## config.mk

```make
export PLATFORM = sky130hd
export DESIGN_NAME = reg_access_arbiter
export DESIGN_NICKNAME = d
export VERILOG_FILES = /design/src/rtl/reg_access_arbiter.sv
export SDC_FILE = /design/constraint.sdc
export NUM_CORES = 1
export LEC_CHECK = 0
export ABC_AREA = 1
export CAP_MARGIN = 20
export CORE_MARGIN = 8
export CORE_UTILIZATION = 43
export CTS_CLUSTER_SIZE = 28
export DETAILED_ROUTE_END_ITERATION = 6
export PLACE_DENSITY = 0.85
export SLEW_MARGIN = 40
export SYNTH_ARGS = -nofsm -noshare
export SYNTH_HDL_FRONTEND = slang
export SYNTH_SLANG_ARGS = --single-unit
```

## constraint.sdc

```tcl
create_clock -name clk -period 1.5 [get_ports clk]
set_input_delay 0.15 -clock clk [delete_from_list [all_inputs] [get_ports clk]]
set_output_delay 0.15 -clock clk [all_outputs]
set_load 0.02 [all_outputs]
```

## src/rtl/reg_access_arbiter.sv

```systemverilog
// reg_access_arbiter
//   Shares the SD host register bank's single access port between the CPU
//   bus interface and the internal SD core. Each requester issues byte,
//   half-word or word accesses with a req/ack handshake. One access takes
//   four cycles: IDLE (arbitrate and latch), ISSUE (bank strobe), DATA
//   (capture read data) and DONE (one-cycle ack/err to the winner).
//
//   Optional feature macro: ARB_ROUND_ROBIN_EN
//     defined   -> round-robin arbitration using a 1-bit last-grant pointer
//     undefined -> fixed priority, CPU wins on contention
//
// Ports
//   clk, rst_n               clock, synchronous active-low reset
//   cpu_* / core_*           requester side: req, wr, addr, size, wdata in;
//                            rdata (registered), ack, err out
//   rf_en, rf_wr, rf_addr,   bank side: strobe, write enable, word address,
//   rf_be, rf_wdata          byte enables, lane-aligned write data
//   rf_rdata                 bank read data, valid one cycle after rf_en
`timescale 1ns/1ps

module reg_access_arbiter #(
  parameter int ADDR_WIDTH = 8
) (
  input  logic                  clk,
  input  logic                  rst_n,

  input  logic                  cpu_req,
  input  logic                  cpu_wr,
  input  logic [ADDR_WIDTH-1:0] cpu_addr,
  input  logic [1:0]            cpu_size,
  input  logic [31:0]           cpu_wdata,
  output logic [31:0]           cpu_rdata,
  output logic                  cpu_ack,
  output logic                  cpu_err,

  input  logic                  core_req,
  input  logic                  core_wr,
  input  logic [ADDR_WIDTH-1:0] core_addr,
  input  logic [1:0]            core_size,
  input  logic [31:0]           core_wdata,
  output logic [31:0]           core_rdata,
  output logic                  core_ack,
  output logic                  core_err,

  output logic                  rf_en,
  output logic                  rf_wr,
  output logic [ADDR_WIDTH-3:0] rf_addr,
  output logic [3:0]            rf_be,
  output logic [31:0]           rf_wdata,
  input  logic [31:0]           rf_rdata
);

  typedef enum logic [1:0] {
    IDLE  = 2'd0,
    ISSUE = 2'd1,
    DATA  = 2'd2,
    DONE  = 2'd3
  } state_t;

  localparam logic [1:0] SIZE_BYTE = 2'b00;
  localparam logic [1:0] SIZE_HALF = 2'b01;
  localparam logic [1:0] SIZE_WORD = 2'b10;

  state_t state;
  state_t state_next;

  // Fields of the access in flight, captured when leaving IDLE.
  logic                  lat_wr;
  logic                  lat_err;
  logic                  lat_core;   // 0 = CPU owns the access, 1 = core
  logic [ADDR_WIDTH-1:0] lat_addr;
  logic [1:0]            lat_size;
  logic [31:0]           lat_wdata;

  // ---------------------------------------------------------------------------
  // Arbitration
  // ---------------------------------------------------------------------------
  logic any_req;
  logic grant_core;

  assign any_req = cpu_req | core_req;

`ifdef ARB_ROUND_ROBIN_EN
  // 1 = core was granted last. Resets to core so the CPU wins the first tie.
  logic last_core;

  // On a tie the requester that was not granted last wins; a lone requester
  // always wins.
  assign grant_core = core_req & (~cpu_req | ~last_core);

  always_ff @(posedge clk) begin
    if (!rst_n) begin
      last_core <= 1'b1;
    end else if (state == IDLE && any_req) begin
      last_core <= grant_core;
    end
  end
`else
  assign grant_core = core_req & ~cpu_req;
`endif

  // Winner's request fields.
  logic                  sel_wr;
  logic [ADDR_WIDTH-1:0] sel_addr;
  logic [1:0]            sel_size;
  logic [31:0]           sel_wdata;
  logic                  sel_err;

  always_comb begin
    sel_wr    = grant_core ? core_wr    : cpu_wr;
    sel_addr  = grant_core ? core_addr  : cpu_addr;
    sel_size  = grant_core ? core_size  : cpu_size;
    sel_wdata = grant_core ? core_wdata : cpu_wdata;
    // Misaligned half/word accesses and the reserved size code are rejected.
    sel_err   = (sel_size == 2'b11) ||
                (sel_size == SIZE_HALF && sel_addr[0]) ||
                (sel_size == SIZE_WORD && sel_addr[1:0] != 2'b00);
  end

  // ---------------------------------------------------------------------------
  // State machine
  // ---------------------------------------------------------------------------
  always_ff @(posedge clk) begin
    if (!rst_n) begin
      state <= IDLE;
    end else begin
      state <= state_next;
    end
  end

  always_comb begin
    state_next = state;
    case (state)
      IDLE:    if (any_req) state_next = ISSUE;
      ISSUE:   state_next = DATA;
      DATA:    state_next = DONE;
      DONE:    state_next = IDLE;
      default: state_next = IDLE;
    endcase
  end

  always_ff @(posedge clk) begin
    if (!rst_n) begin
      lat_wr    <= 1'b0;
      lat_err   <= 1'b0;
      lat_core  <= 1'b0;
      lat_addr  <= '0;
      lat_size  <= 2'b00;
      lat_wdata <= 32'h0;
    end else if (state == IDLE && any_req) begin
      lat_wr    <= sel_wr;
      lat_err   <= sel_err;
      lat_core  <= grant_core;
      lat_addr  <= sel_addr;
      lat_size  <= sel_size;
      lat_wdata <= sel_wdata;
    end
  end

  // ---------------------------------------------------------------------------
  // Bank port: decoded from state and latched fields only, so nothing from
  // the request inputs reaches rf_* in the same cycle.
  // ---------------------------------------------------------------------------
  logic [1:0] lane;
  logic [4:0] lane_shift;
  logic       issue_active;
  logic [3:0] be_dec;

  assign lane         = lat_addr[1:0];
  assign lane_shift   = {lane, 3'b000};
  assign issue_active = (state == ISSUE) && !lat_err;

  always_comb begin
    be_dec = 4'b0000;
    case (lat_size)
      SIZE_BYTE: be_dec = 4'b0001 << lane;
      SIZE_HALF: be_dec = lane[1] ? 4'b1100 : 4'b0011;
      SIZE_WORD: be_dec = 4'b1111;
      default:   be_dec = 4'b0000;
    endcase
  end

  always_comb begin
    rf_en    = issue_active;
    rf_wr    = issue_active & lat_wr;
    rf_addr  = issue_active ? lat_addr[ADDR_WIDTH-1:2] : '0;
    rf_be    = issue_active ? be_dec : 4'b0000;
    rf_wdata = issue_active ? (lat_wdata << lane_shift) : 32'h0;
  end

  // ---------------------------------------------------------------------------
  // Read data return
  // ---------------------------------------------------------------------------
  logic [31:0] rd_shifted;
  logic [31:0] rd_aligned;

  assign rd_shifted = rf_rdata >> lane_shift;

  always_comb begin
    rd_aligned = rd_shifted;
    case (lat_size)
      SIZE_BYTE: rd_aligned = {24'h0, rd_shifted[7:0]};
      SIZE_HALF: rd_aligned = {16'h0, rd_shifted[15:0]};
      default:   rd_aligned = rd_shifted;
    endcase
  end

  // Each requester's rdata holds until its next successful read.
  always_ff @(posedge clk) begin
    if (!rst_n) begin
      cpu_rdata  <= 32'h0;
      core_rdata <= 32'h0;
    end else if (state == DATA && !lat_err && !lat_wr) begin
      if (lat_core) begin
        core_rdata <= rd_aligned;
      end else begin
        cpu_rdata  <= rd_aligned;
      end
    end
  end

  // Completion pulse: DONE lasts exactly one cycle.
  always_comb begin
    cpu_ack  = (state == DONE) && !lat_core;
    core_ack = (state == DONE) &&  lat_core;
    cpu_err  = cpu_ack  & lat_err;
    core_err = core_ack & lat_err;
  end

endmodule

```

==> results.sh <==
export IMPL_outcome="finished with violations"
export IMPL_violations="setup timing"
export IMPL_vias_per_cell=6.03
export IMPL_final_setup_viol_count=165
export IMPL_num_rows=41
export IMPL_worst_pin_slew_ns=0.556
export IMPL_reg2reg_from="state[1]"
export IMPL_clockBufferDepth=2
export IMPL_netlist_instances=766
export IMPL_wl_um=30300
export IMPL_core_area_sq_mm=0.0125
export IMPL_p_leak_nw=4.59
export IMPL_crit_arrival_ns=1.76
export IMPL_fin_ws_ns=-0.410
export IMPL_synth_edff_count=0
export IMPL_rsz0062_at_grt="yes"
export IMPL_start_util=0.435
export IMPL_path_max_fanout=16
export IMPL_avgRoutedWirePerCell_um=24.2
export IMPL_synth_top_area_share=0.410
export IMPL_root_buffer="clkbuf_16"
export IMPL_drive_gt1_frac=0.385
export IMPL_dpl_cell_area_sq_mm=0.00823
export IMPL_clk_pin_slew_ns=0.08
export IMPL_holdWs_ns=0.266
export IMPL_hp_class="in2reg"
export IMPL_fin_area_sq_mm=0.0109
export IMPL_holdBufCountCts=0
export IMPL_ys_top_cells_by_count="nand2_1 (134), a21oi_1 (131), o21ai_0 (122)"
export IMPL_synth_top_cell_by_area="dfxtp_1"
export IMPL_yosys_cell_types_count=26
export IMPL_dr_pass1_iters=7
export IMPL_crit_type="reg2out"
export IMPL_clk_latency_ns=0.37
export IMPL_ys_seq_area_frac=0.410
export IMPL_syn_area_per_cell_sq_um=7.07
export IMPL_hold_start="rst_n"
export IMPL_cts_tree="built"
export IMPL_grt_usage=0.281
export IMPL_die_h_um=128
export IMPL_endpoint_kind="output port"
export IMPL_vdd_ir_drop_max_v=0.00106
export IMPL_post_route_period_util=1.27
export IMPL_r2r_slack_ns=-0.31
export IMPL_gp_congestion=0.963
export IMPL_synth_main_ff_cell="dfxtp_1"
export IMPL_holdPathStages=3
export IMPL_fp_dieArea_sq_mm=0.0164
export IMPL_post_route_drc_count=0
export IMPL_gr_total_overflow=0
export IMPL_die_w_um=128
export IMPL_area_delta_synth_final_pct=100
export IMPL_holdPathEnd="cpu_rdata[28]"
export IMPL_io_buffers=233
export IMPL_hpwl_um=16000
export IMPL_period_minus_slack_ns=1.91
export IMPL_grt_start_max_net_pins=40
export IMPL_fmax_mhz=524
export IMPL_synth_area_sq_mm=0.00542
export IMPL_vias=7555
export IMPL_setup_tns_ns=-27.66
export IMPL_ys_warn_count=0
export IMPL_synthTopCellsByArea="dfxtp_1 (41%), a21oi_1 (12%), o21ai_0 (11%)"
export IMPL_drv_slew=0
export IMPL_yosysMostFrequentCell="nand2_1"
export IMPL_hold_violations=0
export IMPL_grt_antenna_before_repair=2
export IMPL_io_pins=234
export IMPL_critPathRequiredTime_ns=1.35
export IMPL_numCtsBuffers=9
export IMPL_slew_headroom=0.629
export IMPL_post_place_ws_ns=-0.439
export IMPL_total_power_w=0.0187
export IMPL_drt_iter0_markers=778
export IMPL_r2r_end="lat_wr"
export IMPL_synth_net_count=892
export IMPL_fin_skew_ns=0.0130
export IMPL_fin_nets=1199
export IMPL_power_density_mw_per_mm2=1720
export IMPL_htreeDepth=3
export IMPL_r2r_cells=11
export IMPL_grt_pass1_wl_um=36300
export IMPL_ant_nets=0
export IMPL_worst_setup_path_start_kind="register"
export IMPL_synthArstFlopShare=0
export IMPL_ys_seq_elements=111
export IMPL_grt_pass1_vias=6635
export IMPL_cts_sinks=111
export IMPL_drv_cap=0
[worst max-delay path: stages, from the launching register on]
cell and delay (ns):
dfxtp_2 0.35, buf_12 0.15, buf_6 0.13, nand2_1 0.07, o21a_1 0.22, nand2_1 0.09
a31oi_1 0.17, buf_4 0.19
[kinds of logic (layout without fill, tap and decap cells)]
| logic type | after synthesis | in the layout | share of synthesized area |
|---|---|---|---|
| AND/OR/NAND/NOR | 217 | 217 | 0.163 |
| AO/OA/AOI/OAI | 316 | 316 | 0.315 |
| other | 0 | 3 | 0 |
| flip-flops | 111 | 111 | 0.410 |
| adder cells (fa/ha/maj) | 4 | 4 | 0.00924 |
| buffers and inverters | 118 | 429 | 0.103 |
[cell usage in the layout (no fill, tap or decap), types with 5 or more instances in the layout]
master / n
clkdlybuf4s50_1: 155
dfxtp_1: 105
o21ai_0: 40
nor2_2: 8
buf_12: 19
a31oi_1: 20
nand2_1: 122
o21ai_4: 5
inv_1: 37
a21oi_4: 18
buf_8: 5
o21ai_2: 43
o211ai_1: 17
buf_16: 5
nor2_1: 29
nand2_4: 8
inv_2: 11
a21oi_1: 60
a31oi_2: 6
buf_4: 62
a22oi_2: 9
o21ai_1: 34
a21oi_2: 54
clkbuf_16: 22
dlymetal6s2s_1: 27
inv_4: 5
buf_6: 63
nor2_4: 28
[repair_timing]
item                                    in CTS  in global routing
buffers inserted                            22                 16
pin swaps                                   15                 46
cloned                                       7                 17
resized for setup                          430                336
endpoints found under the setup margin     151                179
[power by group]
| group | switching (W) | internal, W | leakage, nW | total (W) |
|---|---|---|---|---|
| combinational | 0.00643 | 0.00543 | 3.54 | 0.0119 |
| clock | 0.00119 | 0.00130 | 0.134 | 0.00249 |
| sequential | 0.000673 | 0.00370 | 0.911 | 0.00437 |
[worst max path at each step]
stage,cells after the start,from,to
floorplan,7,state[1],rf_wdata[10]
global placement,8,state[1],rf_wdata[22]
detailed placement,6,lat_addr[0],rf_wdata[26]
CTS,6,lat_addr[0],rf_wdata[24]
global route,10,state[0],cpu_rdata[3]
finish,7,lat_addr[0],rf_wdata[27]
[state kept, by name, summed over array words and instances, names as in the netlist]
name,count
core_rdata,32
cpu_rdata,32
lat_wdata,32
lat_addr,8
lat_size,2
state,2
lat_core,1
lat_err,1
lat_wr,1
[through the flow]
stage | util | cells
after CTS | 0.745 | 1220
final | 0.871 | 1252
after global placement | 0.660 | 1176
after detailed placement | 0.660 | 1176
after floorplan | - | 766
after global routing | 0.871 | 1251
[area by class of cell]
| class | instances | area, sq um |
|---|---|---|
| Fill cell | 580 | 1610 |
| Timing Repair Buffer | 352 | 4010 |
| Clock inverter | 6 | 70.1 |
| Clock buffer | 9 | 225 |
| Sequential cell | 111 | 2240 |
| Antenna cell | 3 | 7.51 |
| Timing Repair inverter | 1 | 8.76 |
| Inverter | 61 | 293 |
| Multi-Input combinational cell | 537 | 3800 |
| Tap cell | 172 | 215 |
[metal layers]
layer / track usage / wire length [um] / up-vias / share of wire
li1: - / - / 3231 / -
met1: 0.340 / 11000 / 3584 / 0.36
met2: 0.454 / 14500 / 590 / 0.48
met3: 0.0599 / 2880 / 150 / 0.095
met4: 0.159 / 1880 / 0 / 0.062
met5: 0 / 0 / - / 0
Note: power is estimated with default switching activity, not from simulation.
==> edit, RTL diff (same flow settings) <==
Build with the macro `ARB_ROUND_ROBIN_EN` defined.
--- a/src/rtl/reg_access_arbiter.sv
+++ b/src/rtl/reg_access_arbiter.sv
@@ -20,2 +20,4 @@
 
+`define ARB_ROUND_ROBIN_EN
+
 module reg_access_arbiter #(
Formal check against the unedited RTL: not equivalent (a bounded check fails within 10 cycles, from zero or initial values and one cycle with rst_n low).
==> edit against the unedited design <==
  * Sequential cell count is 1 higher
  * Highest routed layer unchanged
  * Synthesized cell count grew 2.3%
  * Total power rose by 4.1%
  * Setup slack lost 14 ps
  * First-iteration DRC count is 36% higher
  * Final area up 6.5%
  * Critical path depth stayed put
  * Largest power group unchanged
  * Wire length increased by 23%
  * The flow finishes with violations (DRC, setup timing)
  * Worst hold slack got worse by 27 ps
  * Synthesized area rose by 1.6%
==> edit: results (changes against the unedited design) <==
| Metric | Value |
|---|---|
| # setup viols final | `179 (+8.5%)` |
| Total global-route track usage | `0.306 (+0.0248)` |
| CP max FO | `8 (-8)` |
| Post-synth top cells | `nand2_1, o21ai_0, dfxtp_1` |
| YS warnings | `0 (unchanged)` |
| Dpl ws | `-476 ps (-37.3 ps)` |
| Via count | `8424 (+12%)` |
| TNS Setup | `-30790 ps (-3140 ps)` |
| Int Pwr | `10.5 mW (+0.91%)` |
| Combinational fraction of design power | `0.637 (+0.003)` |
| Final WS setup | `-424 ps (-14.4 ps)` |
| Max incr delay on CP | `370 ps (+20 ps)` |
| Status | `finished, violations left` |
| Placed inst area | `8450 sq um (+2.6%)` |
| Syn nets | `911 (+2.1%)` |
| Switching share of power | `0.460 (+0.0168)` |
| Register area share after synthesis | `0.407 (-0.00298)` |
| Layout Nets | `1239 (+3.3%)` |
| Hpwl dp | `16900 um (+5.2%)` |
| Antenna violations before repair | `0 (-2)` |
| Asr flop ratio synth | `0 (unchanged)` |
| R2r endpoint | `lat_wdata[29]` |
| Violated checks | `DRC, setup timing` |
| Hold Crit Endpoint | `lat_wdata[2]` |
| Sequential power | `4.37 mW (about the same)` |
| R2R cell count | `8 (-3)` |
| R2r startpoint | `state[0]` |
| First-pass GRT wire length | `39600 um (+9.1%)` |
| Critical path's slowest cell | `dfxtp_4` |
| Final Skew | `6.73 ps (-6.32 ps)` |
| Leading post-synthesis cells by cell area | `dfxtp_1, nand2_1, o21ai_0` |
| FILL cells | `417 (-28%)` |
| Final WL | `37100 um (+23%)` |
| Synth unique cells | `34 (+31%)` |
| DR iter-0 viols | `1056 (+36%)` |
| Static Leak | `4.92 nW (+7.3%)` |
| Share of post-route cells with drive strength above 1 | `0.437 (+0.0516)` |
| GPL Wtd Cong | `0.924 (-4.1%)` |
| Top flop regs | `core_rdata: 32 flops, cpu_rdata: 32 flops, lat_wdata: 32 flops` |
| Relative slew slack | `0.579 (-0.0497)` |
| # diodes | `0 (-3)` |
| Vias in the first global route | `7234 (+9.0%)` |
| Final Hold Slack | `239 ps (-27.5 ps)` |
| DRC viols | `1 (+1)` |
| R2R setup slack | `-290 ps (+20 ps)` |
| Clk buf depth | `2 (unchanged)` |
-- edit: how the worst max path moves through the flow --
stage                     start           end  slack, ps  cells past startpoint
finish              lat_addr[0]  rf_wdata[29]       -420                      7
global route        lat_addr[0]  rf_wdata[30]       -460                      7
CTS                 lat_addr[0]  rf_wdata[29]       -250                      7
detailed placement  lat_addr[0]  rf_wdata[25]       -480                      6
global placement    lat_addr[0]  rf_wdata[25]       -470                      6
floorplan           lat_addr[0]  rf_wdata[20]          4                      5
-- edit: timing repair --
action	in CTS	in global routing
buffers inserted	17	27
gates cloned	13	17
gates resized for setup	461	394
pin swaps	27	51
endpoints found under the setup margin	141	179
-- edit: area by class of cell --
class	instances	area share
tap	172	0.0186
sequential	112	0.195
clock buffer	10	0.0207
clock inverter	6	0.00660
inverter	57	0.0222
multi-input combinational	558	0.365
timing repair buffer	373	0.371
timing repair inverter	1	0.000974
-- edit: logic make-up after synthesis --
logic type,count (synthesis),synth area share
fa+ha+maj,5,0.0114
compound gates,268,0.277
simple gates,284,0.209
buf+inv,115,0.0954
flops,112,0.407
-- edit: worst max-delay path: cells and delay by family (launching register included) --
family / cells / cell delay, ps
and+or+nand+nor: 2 / 350
buffers and inverters: 3 / 420
DFF: 1 / 370
AOI/OAI and AO/OA: 2 / 250
-- edit: layer usage --
metal  global-route usage  routed length, um  vias to the layer above
met1                0.328              11900                     3903
li1                     -                  -                     3323
met4                0.176               3230                        0
met3               0.0867               4780                      288
met2                0.530              17200                      910
met5                    0                  0                        -
-- edit: per-stage QoR --
| stage | utilization | std cells |
|---|---|---|
| global placement | 0.672 | 1205 |
| finish | 0.920 | 1289 |
| global route | 0.920 | 1289 |
| CTS | 0.775 | 1249 |
| floorplan | - | 784 |
| detailed placement | 0.672 | 1205 |
